**src/rtl/axil_cfg_master.sv**
```systemverilog
// AXI4-Lite initiator: one register read or write per command, response returned on rsp port.
// Optional watchdog enabled by AXIL_CFG_MASTER_TIMEOUT_EN (limit TIMEOUT_CYCLES).
module axil_cfg_master #(
   parameter int AXIL_DATA_WIDTH = 64,
   parameter int AXIL_ADDR_WIDTH = 32,
   parameter int REG_IDX_WIDTH   = 4,
   parameter int TIMEOUT_CYCLES  = 1024
) (
   input  logic                         clk,
   input  logic                         rst,
   input  logic                         cmd_valid,
   output logic                         cmd_ready,
   input  logic                         cmd_write,
   input  logic [REG_IDX_WIDTH-1:0]     cmd_idx,
   input  logic [AXIL_DATA_WIDTH-1:0]   cmd_wdata,
   output logic                         rsp_valid,
   input  logic                         rsp_ready,
   output logic                         rsp_write,
   output logic [AXIL_DATA_WIDTH-1:0]   rsp_rdata,
   output logic [1:0]                   rsp_resp,
   output logic [AXIL_ADDR_WIDTH-1:0]   m_axil_awaddr,
   output logic [2:0]                   m_axil_awprot,
   output logic                         m_axil_awvalid,
   input  logic                         m_axil_awready,
   output logic [AXIL_DATA_WIDTH-1:0]   m_axil_wdata,
   output logic [AXIL_DATA_WIDTH/8-1:0] m_axil_wstrb,
   output logic                         m_axil_wvalid,
   input  logic                         m_axil_wready,
   input  logic [1:0]                   m_axil_bresp,
   input  logic                         m_axil_bvalid,
   output logic                         m_axil_bready,
   output logic [AXIL_ADDR_WIDTH-1:0]   m_axil_araddr,
   output logic [2:0]                   m_axil_arprot,
   output logic                         m_axil_arvalid,
   input  logic                         m_axil_arready,
   input  logic [AXIL_DATA_WIDTH-1:0]   m_axil_rdata,
   input  logic [1:0]                   m_axil_rresp,
   input  logic                         m_axil_rvalid,
   output logic                         m_axil_rready
);

   typedef enum logic [2:0] {
      IDLE,
      WR,
      WR_B,
      RD_AR,
      RD_R,
      RSP
   } state_t;

   state_t                       state_q;
   logic [AXIL_ADDR_WIDTH-1:0]   awaddr_q;
   logic [AXIL_ADDR_WIDTH-1:0]   araddr_q;
   logic [AXIL_DATA_WIDTH-1:0]   wdata_q;
   logic                         awvalid_q;
   logic                         wvalid_q;
   logic                         bready_q;
   logic                         arvalid_q;
   logic                         rready_q;
   logic                         aw_done_q;
   logic                         w_done_q;
   logic                         rsp_valid_q;
   logic                         rsp_write_q;
   logic [AXIL_DATA_WIDTH-1:0]   rsp_rdata_q;
   logic [1:0]                   rsp_resp_q;

   logic [AXIL_ADDR_WIDTH-1:0]   cmd_addr_d;
   logic                         aw_done_d;
   logic                         w_done_d;

`ifdef AXIL_CFG_MASTER_TIMEOUT_EN
   localparam int TW = $clog2(TIMEOUT_CYCLES + 1);
   localparam logic [TW-1:0] TMO_LAST = TW'(TIMEOUT_CYCLES - 1);
   logic [TW-1:0] tmo_q;
   logic          busy_d;
`endif

   // Register n lives at byte address 8n (64-bit stride).
   always_comb begin
      cmd_addr_d = '0;
      cmd_addr_d[REG_IDX_WIDTH+2:0] = {cmd_idx, 3'b000};
   end

   assign aw_done_d = aw_done_q | (awvalid_q & m_axil_awready);
   assign w_done_d  = w_done_q  | (wvalid_q  & m_axil_wready);

   assign cmd_ready      = (state_q == IDLE);
   assign rsp_valid      = rsp_valid_q;
   assign rsp_write      = rsp_write_q;
   assign rsp_rdata      = rsp_rdata_q;
   assign rsp_resp       = rsp_resp_q;
   assign m_axil_awaddr  = awaddr_q;
   assign m_axil_awprot  = 3'b000;
   assign m_axil_awvalid = awvalid_q;
   assign m_axil_wdata   = wdata_q;
   assign m_axil_wstrb   = '1;
   assign m_axil_wvalid  = wvalid_q;
   assign m_axil_bready  = bready_q;
   assign m_axil_araddr  = araddr_q;
   assign m_axil_arprot  = 3'b000;
   assign m_axil_arvalid = arvalid_q;
   assign m_axil_rready  = rready_q;

`ifdef AXIL_CFG_MASTER_TIMEOUT_EN
   assign busy_d = (state_q == WR) || (state_q == WR_B) ||
                   (state_q == RD_AR) || (state_q == RD_R);
`endif

   always_ff @(posedge clk) begin
      if (rst) begin
         state_q     <= IDLE;
         awaddr_q    <= '0;
         araddr_q    <= '0;
         wdata_q     <= '0;
         awvalid_q   <= 1'b0;
         wvalid_q    <= 1'b0;
         bready_q    <= 1'b0;
         arvalid_q   <= 1'b0;
         rready_q    <= 1'b0;
         aw_done_q   <= 1'b0;
         w_done_q    <= 1'b0;
         rsp_valid_q <= 1'b0;
         rsp_write_q <= 1'b0;
         rsp_rdata_q <= '0;
         rsp_resp_q  <= 2'b00;
`ifdef AXIL_CFG_MASTER_TIMEOUT_EN
         tmo_q       <= '0;
`endif
      end else begin
         unique case (state_q)
            IDLE: begin
               if (cmd_valid) begin
                  rsp_write_q <= cmd_write;
                  if (cmd_write) begin
                     awaddr_q  <= cmd_addr_d;
                     wdata_q   <= cmd_wdata;
                     awvalid_q <= 1'b1;
                     wvalid_q  <= 1'b1;
                     aw_done_q <= 1'b0;
                     w_done_q  <= 1'b0;
                     state_q   <= WR;
                  end else begin
                     araddr_q  <= cmd_addr_d;
                     arvalid_q <= 1'b1;
                     state_q   <= RD_AR;
                  end
               end
            end
            WR: begin
               // AW and W retire independently, in any order.
               if (awvalid_q && m_axil_awready) begin
                  awvalid_q <= 1'b0;
                  aw_done_q <= 1'b1;
               end
               if (wvalid_q && m_axil_wready) begin
                  wvalid_q <= 1'b0;
                  w_done_q <= 1'b1;
               end
               if (aw_done_d && w_done_d) begin
                  aw_done_q <= 1'b0;
                  w_done_q  <= 1'b0;
                  bready_q  <= 1'b1;
                  state_q   <= WR_B;
               end
            end
            WR_B: begin
               if (m_axil_bvalid) begin
                  bready_q    <= 1'b0;
                  rsp_resp_q  <= m_axil_bresp;
                  rsp_rdata_q <= '0;
                  rsp_valid_q <= 1'b1;
                  state_q     <= RSP;
               end
            end
            RD_AR: begin
               if (m_axil_arready) begin
                  arvalid_q <= 1'b0;
                  rready_q  <= 1'b1;
                  state_q   <= RD_R;
               end
            end
            RD_R: begin
               if (m_axil_rvalid) begin
                  rready_q    <= 1'b0;
                  rsp_resp_q  <= m_axil_rresp;
                  rsp_rdata_q <= m_axil_rdata;
                  rsp_valid_q <= 1'b1;
                  state_q     <= RSP;
               end
            end
            RSP: begin
               if (rsp_ready) begin
                  rsp_valid_q <= 1'b0;
                  state_q     <= IDLE;
               end
            end
            default: state_q <= IDLE;
         endcase
`ifdef AXIL_CFG_MASTER_TIMEOUT_EN
         // Watchdog wins over any handshake landing on its final cycle.
         if (state_q == IDLE) begin
            tmo_q <= '0;
         end else if (busy_d) begin
            if (tmo_q == TMO_LAST) begin
               awvalid_q   <= 1'b0;
               wvalid_q    <= 1'b0;
               bready_q    <= 1'b0;
               arvalid_q   <= 1'b0;
               rready_q    <= 1'b0;
               aw_done_q   <= 1'b0;
               w_done_q    <= 1'b0;
               rsp_resp_q  <= 2'b11;
               rsp_rdata_q <= '0;
               rsp_valid_q <= 1'b1;
               state_q     <= RSP;
            end else begin
               tmo_q <= tmo_q + TW'(1);
            end
         end
`endif
      end
   end

endmodule

```
**config.mk**
```make
export PLATFORM = sky130hd
export DESIGN_NAME = axil_cfg_master
export DESIGN_NICKNAME = d
export VERILOG_FILES = /design/src/rtl/axil_cfg_master.sv
export SDC_FILE = /design/constraint.sdc
export NUM_CORES = 1
export LEC_CHECK = 0
export CORE_MARGIN = 5
export CORE_UTILIZATION = 33
export CTS_CLUSTER_DIAMETER = 150
export DETAILED_ROUTE_END_ITERATION = 8
export GPL_TIMING_DRIVEN = 0
export PLACE_DENSITY = 0.85
export SYNTH_ARGS = -nofsm -noshare
export SYNTH_HDL_FRONTEND = slang
export SYNTH_SLANG_ARGS = --single-unit
```
**constraint.sdc**
```tcl
create_clock -name clk -period 1.75 [get_ports clk]
set_clock_uncertainty 0.2 [all_clocks]
set_input_delay 0.35 -clock clk [delete_from_list [all_inputs] [get_ports clk]]
set_output_delay 0.35 -clock clk [all_outputs]
set_load 0.01 [all_outputs]
```
* Word level (Yosys, flattened, before mapping) *
Index checks and enable logic that the tools add are counted.
Widths: inputs -> output; s select.

storage, ports and cells
  flip-flop bits (word level) = 150
  input bits = 146

cells by class
  muxes and demuxes = 42
  reduce and logical (&&, ||, !) cells = 23
  bitwise operators = 5
  eq/ne operators = 17

operator list
  operator            number
  $mux 64             2
  $pmux 64 s2         1
  $reduce_and 4->1    6
  $mux 1              20
  $mux 3              6
  $ne 2x2->1 const B  9
  $pmux 3 s6          1
  $reduce_and 3->1    5
  $pmux 1 s2          7
  $reduce_bool 2->1   5
  $eq 3x2->1 const B  2
  $eq 3x3->1 const B  2
  $mux 2              3
  $ne 3x3->1 const B  2
  $reduce_and 6->1    1
  $pmux 2 s2          1
  $eq 3x1->1 const B  1
  $logic_and 1x1->1   3
  $logic_not 3->1     1
  $pmux 1 s3          1
  $reduce_bool 3->1   1
  $and 1x1->1         2
  $ne 2x1->1 const B  1
  $or 1x1->1          2
  2 further kinds     2

* Longest topological paths before layout *
Gate-level depths: netlist (run 1).

  depth after elaboration = 5
  depth in mapped cells = 7

* Worst setup path before layout (run 1) *
No wires, ideal clock.

  path kind = register to register
  from = register state_q[2]
  to = register awaddr_q[3], in the netlist m_axil_awaddr[3]
  period minus slack after synthesis = 1.929 ns
  data required time = 1.418 ns
  data arrival time = 1.597 ns
  path buffers = 3
  path slack = -0.179 ns
  stages on the path, launching flop included = 8
  cells stage by stage = dfxtp_1 > buf_2 > nor3_1 > nand3_1 > buf_2 > buf_2 > nand2_1 > a21oi_1

on the way
  cells in the longest elaborated chain, start to end = 2

RTL lines
  item                        line  text
  from (decl)                 51    state_t state_q;
  from (signal assigned)      111   state_q <= IDLE;
  from (signal assigned)      141   state_q <= WR;
  from (signal assigned)      145   state_q <= RD_AR;
  $logic_not 3->1             n/a
  via cmd_ready               12    output logic cmd_ready,
  $reduce_and 3->1 (no line)  n/a
  to (signal assigned)        135   awaddr_q <= cmd_addr_d;
  to (decl)                   52    logic [AXIL_ADDR_WIDTH-1:0] awaddr_q;

The timed path passes the listed nets, and every way through them passes these cells.
A chain may end at the register's enable or synchronous reset.

* Worst setup path in the final report (run 1) *
  from = register state_q[1]
  to = register rsp_rdata_q[11], in the netlist rsp_rdata[11]

on the way
  cells in the longest elaborated chain, start to end = 3

RTL lines
  item                                                              line  text
  $eq 3x3->1 / $eq 3x2->1 (equally long branches)                   130   unique case (state_q)
  $ne 2x2->1 (no line) / $reduce_bool 2->1 (equally long branches)  n/a
  $reduce_and 3->1 (no line)                                        n/a
  to (signal assigned)                                              186   rsp_rdata_q <= m_axil_rdata;
  to (decl)                                                         64    logic [AXIL_DATA_WIDTH-1:0] rsp_rdata_q;

Parallel ways exist; a longest one is shown, timed or not.

==> metrics.md, run 1 <==
| Metric | Value |
|---|---|
| Final HPWL DP | `approximately 16,000 um` |
| Total of max-cap violations | `0` |
| Tot Pwr | `13,200 uW` |
| Setup WS pre-CTS | `-607 ps` |
| Crit start category | `register` |
| Initial DRC Count | `approximately 270` |
| Final Slew Violations | `0` |
| Area grow syn2layout | `101%` |
| Synthesized cell area | `0.00582 mm^2` |
| I/O Buffers | `289` |
| Final setup vio count | `109` |
| Number of vias per cell | `4.86` |
| Worst path max stage delay | `480 ps` |
| LEAKAGE | `0.00536 uW` |
| Run status | `complete, but fails checks` |
| Worst hold path type | `in2reg` |
| Worst-Skew Late Latency | `roughly 410 ps` |
| NumNets Final | `1,241` |
| Fin util | `67.7%` |
| CTS sink cnt | `150` |
| Yosys warns | `0` |
| Synth Area in XOR/XNOR | `0.150%` |
| H-Tree Depth | `4` |
| Routability Congestion | `approximately 0.83` |
| Layout cell share with drive strength beyond 1 | `36.3%` |
| Critical Path End Type | `register` |
| Number of cell rows | `48` |
| Max FO, Critical Path | `6` |
| Syn Area/Cell | `roughly 8.5 um^2` |
| Synth Area in Compound Gates | `17.6%` |
| P_sw | `4470 uW` |
| Die X | `143 um` |
| Number of global-route vias before repair | `6,154` |
| Clock power frac | `~27%` |
| Largest net degree at the start of global routing | `20` |
| WL per Instance | `19.8 um` |
| Die area | `0.0204 mm^2` |
| Int Pwr | `8690 uW` |
| GRT Util Overall | `20.8%` |
| Fin crit period | `1870 ps` |
| Routed wire length | `between 20,000 and 30,000 um` |
| Final Non-Filler Cells | `1,333` |
| Post-Synth Adder-Cell Area | `0%` |
| Simple-gate area share of the yosys netlist | `around 16%` |
| DRT Pass-1 Iters | `4` |
| Yosys reg bits | `150` |
| Clk buf depth | `2` |
| First-pass GRT wire length | `roughly 33,000 um` |
| Die height | `143 um` |
| Post-route ant nets | `0` |
| Largest family of logic cells by synthesized area | `compound AO/OA/AOI/OAI gates` |
| Distinct cells, synth | `36` |
| Combinational power share | `41.6%` |
| WP data required | `1830 ps` |
| Sequential area share after synthesis | `51.6%` |
| Unrepaired setup endpoints after global routing | `true` |
| Final antenna diode count | `0` |
| Pwr dens | `~1100 mW/mm^2` |
| CTS tree | `built` |
| Crit path DAT | `approximately 2000 ps` |
| Total grt overflow | `0` |
| Initial core utilization | `33.7%` |
| Cell count after placement | `1,269` |
| Core Region | `about 0.017 mm^2` |
| Clk slew on worst S/H paths | `60 ps` |
| Vias | `approximately 6.5k` |
| Worst-Margin Slew | `around 750 ps` |
| Fin crit share | `107%` |
| CTS Buf Count | `17` |
| Cell count after synthesis | `687` |
| Failing checks | `negative setup slack` |
| Drt drc | `0` |
| Final Hold Fails | `0` |
| Sequential share of power | `approximately 31%` |
| Post-synthesis mux area share | `1.10%` |
| Initial antenna violation count | `0` |
| Num ports | `between 300 and 400` |
| Sw Ratio | `roughly a third` |
| Critical path class | `reg2reg` |
| Max Freq | `536 MHz` |
| Crit-path slowest cell | `a2111o_1` |
| CTS root buf | `clkbuf_16` |
| Final worst setup slack | `-117 ps` |
| CP Cell Sequence | `nor4b_4 -> a2111o_1 -> buf_6 -> clkbuf_16 -> a22oi_2 -> nor2_1` |
| Peak supply drop | `0.000674 V` |
| Max_slew headroom | `50.2%` |
[area by class of cell]
class,instances,area [um^2]
Fill cell,1186,5580
Sequential cell,150,3010
Multi-Input combinational cell,479,3500
Clock buffer,22,474
Buffer,119,1010
Timing Repair Buffer,323,3320
Tap cell,225,282
Inverter,5,18.8
Clock inverter,10,96.3
[cell families after synthesis]
group / Yosys count
AO/OA/AOI/OAI: 163
XOR/XNOR: 1
buffers and inverters: 126
flip-flops: 150
multiplexers: 6
other: 2
AND/OR/NAND/NOR: 239
[state kept, by name, indices dropped and copies added, names as in the netlist]
signal and count:
m_axil_wdata 64, rsp_rdata 64, m_axil_araddr 4, m_axil_awaddr 4, state_q 3, rsp_resp 2
aw_done_q 1, m_axil_arvalid 1, m_axil_awvalid 1, m_axil_bready 1, m_axil_rready 1, m_axil_wvalid 1
rsp_valid 1, rsp_write 1, w_done_q 1
[path summary, 6_finish.rpt]
check	start	end	slack, ps	cells past startpoint
max reg2reg	state_q[1]$_SDFFE_PP0P_	rsp_rdata[11]$_SDFFE_PP0P_	-120	6
min	rst	state_q[1]$_SDFFE_PP0P_	200	3
min reg2reg	m_axil_wdata[42]$_SDFFE_PP0P_	m_axil_wdata[42]$_SDFFE_PP0P_	250	2
max	state_q[1]$_SDFFE_PP0P_	rsp_rdata[11]$_SDFFE_PP0P_	-120	6
[synthesized netlist by cell type]
cell / number / share of area [%]
clkbuf_1: 27 / 1.7
and3_1: 2 / 0.21
dfxtp_1: 150 / 52
or3_1: 1 / 0.11
nor2_1: 77 / 5.0
o2111ai_1: 1 / 0.15
a211o_1: 2 / 0.30
nor2b_1: 2 / 0.21
nand3_1: 3 / 0.26
nor3_1: 5 / 0.43
a2111oi_0: 1 / 0.15
a311o_1: 1 / 0.17
and2_1: 1 / 0.11
nand2b_1: 2 / 0.21
mux2_2: 3 / 0.58
o211ai_1: 1 / 0.13
xnor2_1: 1 / 0.15
a21oi_1: 79 / 6.8
mux2i_1: 3 / 0.52
o21ai_0: 4 / 0.34
a22oi_1: 64 / 8.3
o41ai_1: 1 / 0.15
conb_1: 2 / 0.13
a21o_1: 2 / 0.26
buf_1: 5 / 0.32
or4b_4: 1 / 0.24
buf_2: 16 / 1.4
a31o_2: 1 / 0.15
nor4b_1: 1 / 0.15
a31oi_1: 4 / 0.43
a2111o_1: 1 / 0.19
a211oi_1: 1 / 0.13
inv_1: 5 / 0.32
buf_4: 73 / 9.4
nor3b_1: 1 / 0.13
nand2_1: 143 / 9.2
[power by group through the flow]
stage | clock, uW | combinational (uW) | sequential, uW
4_1_cts | 3610 | 4150 | 4010
2_1_floorplan | 0 | 1580 | 4170
3_5_place_dp | 0 | 3210 | 4040
5_1_grt | 3800 | 5760 | 4130
6_report | 3590 | 5470 | 4090
3_3_place_gp | 0 | 3170 | 4020
[worst max-delay path: cells and delay by family, from the launching register on]
kind	cells	cell delay, ps
DFF	1	370
buffers and inverters	2	350
AOI/OAI and AO/OA	2	600
and+or+nand+nor	2	210
[metrics by stage]
| step | hold slack (ps) | cell area [um^2] | TNS (ps) |
|---|---|---|---|
| floorplan | 238 | 6090 | -341 |
| global placement | 241 | 9260 | -68520 |
| detailed placement | 246 | 9260 | -70890 |
| CTS | 163 | 10300 | -5710 |
| global route | 212 | 11700 | -16370 |
| finish | 199 | 11700 | -6810 |
[per-layer routing]
layer  vias to the layer above  share of wire, %  global-route usage, %
li1                       2987                 -                      -
met1                      3131                35                   22.4
met2                       320                54                   37.7
met3                        47               8.8                   7.33
met4                         0               2.7                   7.30
met5                         -                 0                      0
[cell usage in the layout (no fill, tap or decap), drive strengths merged]
cell / instances
a2111o: 1
a2111oi: 1
a211o: 2
a211oi: 1
a21o: 2
a21oi: 79
a22oi: 64
a311o: 1
a31o: 1
a31oi: 4
and2: 1
and3: 2
buf: 112
bufinv: 1
clkbuf: 64
clkdlybuf4s50: 141
clkinv: 3
clkinvlp: 4
conb: 70
dfxtp: 150
dlygate4sd2: 147
inv: 7
mux2: 3
mux2i: 3
nand2: 143
nand2b: 2
nand3: 3
nor2: 77
nor2b: 2
nor3: 5
nor3b: 1
nor4b: 1
o2111ai: 1
o211ai: 1
o21ai: 4
o41ai: 1
or3: 1
or4b: 1
xnor2: 1
[repair_timing]
item / CTS / global route
gates resized for setup: 287 / 282
pin swaps: 8 / 121
setup endpoints to repair: 293 / 147
cloned: 7 / 15
buffers inserted: 6 / 6
hold buffers: 0 / 0
No activity file was read; power rests on OpenSTA's default activity.
==> run 2: changes to the inputs <==
--- a/config.mk
+++ b/config.mk
@@ -11,6 +11,7 @@
 export DETAILED_ROUTE_END_ITERATION = 8
 export GPL_TIMING_DRIVEN = 0
 export PLACE_DENSITY = 0.85
+export SKIP_LAST_GASP = 1
 export SYNTH_ARGS = -nofsm -noshare
 export SYNTH_HDL_FRONTEND = slang
 export SYNTH_SLANG_ARGS = --single-unit
==> metrics.md, run 2 (synthesized netlist as in run 1, its figures left out) <==
| Metric | Value |
|---|---|
| Crit start category | `register` |
| Combinational power share | `38.1% (-3.5 points)` |
| Initial antenna violation count | `0 (unchanged)` |
| Vias | `6,154 (-5.1%)` |
| Total of max-cap violations | `0 (unchanged)` |
| Number of vias per cell | `4.65 (-4.5%)` |
| Final Non-Filler Cells | `1,324 (-0.68%)` |
| Clk buf depth | `2 (unchanged)` |
| GRT Util Overall | `20.8% (-0.056 points)` |
| Die height | `143 um (unchanged)` |
| Final Slew Violations | `0 (unchanged)` |
| Post-route ant nets | `0 (unchanged)` |
| Core Region | `0.0173 mm^2 (unchanged)` |
| Setup WS pre-CTS | `-607 ps (unchanged)` |
| Layout cell share with drive strength beyond 1 | `23.7% (-13 points)` |
| Critical path class | `reg2reg` |
| Worst-Skew Late Latency | `420 ps (about the same)` |
| Sequential share of power | `32.9% (+1.8 points)` |
| Number of cell rows | `48 (unchanged)` |
| Number of global-route vias before repair | `6,159 (+0.081%)` |
| Cell count after placement | `1,269 (unchanged)` |
| H-Tree Depth | `4 (unchanged)` |
| Int Pwr | `8310 uW (-4.4%)` |
| DRT Pass-1 Iters | `4 (unchanged)` |
| Final worst setup slack | `-131 ps (-14.3 ps)` |
| Die X | `143 um (unchanged)` |
| Final antenna diode count | `0 (unchanged)` |
| Area after DPL | `0.00926 mm^2 (unchanged)` |
| Num ports | `362 (unchanged)` |
| TNS Setup | `-8140 ps (-1330 ps)` |
| Commonest cells after routing, fill and taps aside | `dfxtp_1, dlygate4sd2_1, clkdlybuf4s50_1, nand2_1, buf_4` |
| Unrepaired setup endpoints after global routing | `true` |
| Clock power frac | `29.0% (+1.7 points)` |
| Largest net degree at the start of global routing | `20 (unchanged)` |
| Total grt overflow | `0 (unchanged)` |
| CP Cell Sequence | `nor2b_4 -> a2111o_1 -> buf_6 -> clkbuf_16 -> a22oi_2 -> nor2_1` |
| Sw Ratio | `32.1% (-1.8 points)` |
| Routed wire length | `23,000 um (-13%)` |
| Fin crit period | `1880 ps (+14.3 ps)` |
| Max_slew headroom | `55.5% (+5.3 points)` |
| Crit-path slowest cell | `a2111o_1` |
| Filler cells | `1,376 (+16%)` |
| I/O Buffers | `289 (unchanged)` |
| Initial DRC Count | `215 (-20%)` |
| Final instance area | `0.0108 mm^2 (-8.1%)` |
| CP Buf/Inv Count | `2 (unchanged)` |
| CTS Buf Count | `17 (unchanged)` |
| Run status | `complete, but fails checks` |
| Initial core utilization | `33.7% (unchanged)` |
| Worst hold path type | `in2reg` |
| Clk slew on worst S/H paths | `60 ps (about the same)` |
| Pwr dens | `1140 mW/mm^2 (+1.3%)` |
| Max FO, Critical Path | `6 (unchanged)` |
| NumNets Final | `1,232 (-0.73%)` |
| First-pass GRT wire length | `33,200 um (-0.14%)` |
| CTS sink cnt | `150 (unchanged)` |
| CTS root buf | `clkbuf_16` |
| Max Freq | `532 MHz (-0.76%)` |
| Final Hold Fails | `0 (unchanged)` |
| Crit path DAT | `1970 ps (+20 ps)` |
| Failing checks | `negative setup slack` |
| Routability Congestion | `0.835 (unchanged)` |
| CP top delay family | `compound AO/OA/AOI/OAI gates` |
| Die area | `0.0204 mm^2 (unchanged)` |
| Final setup vio count | `134 (+23%)` |
| Critical Path End Type | `register` |
| WL per Instance | `17.3 um (-13%)` |
| LEAKAGE | `0.00486 uW (-9.4%)` |
| Worst-Margin Slew | `667 ps (-79.5 ps)` |
| Area grow syn2layout | `85.0%` |
| WP data required | `1840 ps (about the same)` |
| Worst path max stage delay | `500 ps (+20 ps)` |
| Drt drc | `0 (unchanged)` |
| Peak supply drop | `0.000664 V (-1.5%)` |
| P_sw | `3930 uW (-12%)` |
| Final HPWL DP | `16,000 um (unchanged)` |
| CTS tree | `built` |
| Fin crit share | `107% (+0.82 points)` |
==> run 2: cell count changes in the layout (fill, tap and decap cells not counted), moves of 2 or more <==
cell | before | now
nand2_4 | 67 | 0
buf_12 | 6 | 2
a21oi_2 | 65 | 19
a21oi_1 | 14 | 60
buf_6 | 13 | 18
clkbuf_16 | 34 | 28
nand2_2 | 22 | 3
buf_4 | 80 | 78
nand2_1 | 54 | 140
==> run 2: metal layers <==
metal  share of wire (%)  up-vias  GRT usage, %
met4                 2.5        0          7.25
met1                  36     2866          22.4
li1                    -     2974             -
met3                 9.6       35          7.47
met2                  52      279          37.5
met5                   0        -             0
==> run 2: final timing paths <==
path	start	endpoint	slack [ps]	cells after the start
setup reg to reg	state_q[2]$_SDFFE_PP0P_	rsp_rdata[11]$_SDFFE_PP0P_	-130	6
hold / removal	rst	state_q[1]$_SDFFE_PP0P_	190	3
hold reg to reg	m_axil_wdata[36]$_SDFFE_PP0P_	m_axil_wdata[36]$_SDFFE_PP0P_	250	2
setup / recovery	state_q[2]$_SDFFE_PP0P_	rsp_rdata[11]$_SDFFE_PP0P_	-130	6
==> run 2: power by group through the flow <==
| stage | Sequential (uW) | Combinational [uW] | Clock [uW] |
|---|---|---|---|
| after floorplan | 4170 | 1580 | 0 |
| after global placement | 4020 | 3170 | 0 |
| after detailed placement | 4040 | 3210 | 0 |
| after CTS | 4010 | 4120 | 3610 |
| after global routing | 4070 | 4960 | 3790 |
| final | 4030 | 4670 | 3550 |
==> run 2: timing repair <==
item	CTS	global route
gates cloned	7	8
pin swaps	7	11
resized for setup	280	81
setup endpoints to repair	293	147
buffers inserted	6	4
hold buffers	0	0
==> run 2: per-stage QoR <==
| step | utilization [%] | hold WS, ps | total power, uW |
|---|---|---|---|
| floorplan | - | 238 | 5750 |
| finish | 62.3 | 194 | 12200 |
| global placement | 53.6 | 241 | 7190 |
| global route | 62.3 | 214 | 12800 |
| CTS | 59.6 | 163 | 11700 |
| detailed placement | 53.6 | 246 | 7250 |
==> run 2: worst reg2reg max path, delay by kind of cell, from the launching register on <==
kind	cells	cell delay, ps
AOI/OAI and AO/OA	2	620
DFF	1	370
and+or+nand+nor	2	200
buffers and inverters	2	350
==> run 2: layout make-up <==
| class | count | area (um^2) | area share (%) |
|---|---|---|---|
| sequential | 150 | 3010 | 28.0 |
| buffer | 119 | 987 | 9.17 |
| multi-input combinational | 479 | 2770 | 25.7 |
| inverter | 5 | 18.8 | 0.174 |
| tap | 225 | 282 | 2.61 |
| clock inverter | 10 | 96.3 | 0.895 |
| clock buffer | 22 | 474 | 4.40 |
| timing repair buffer | 314 | 3120 | 29.0 |
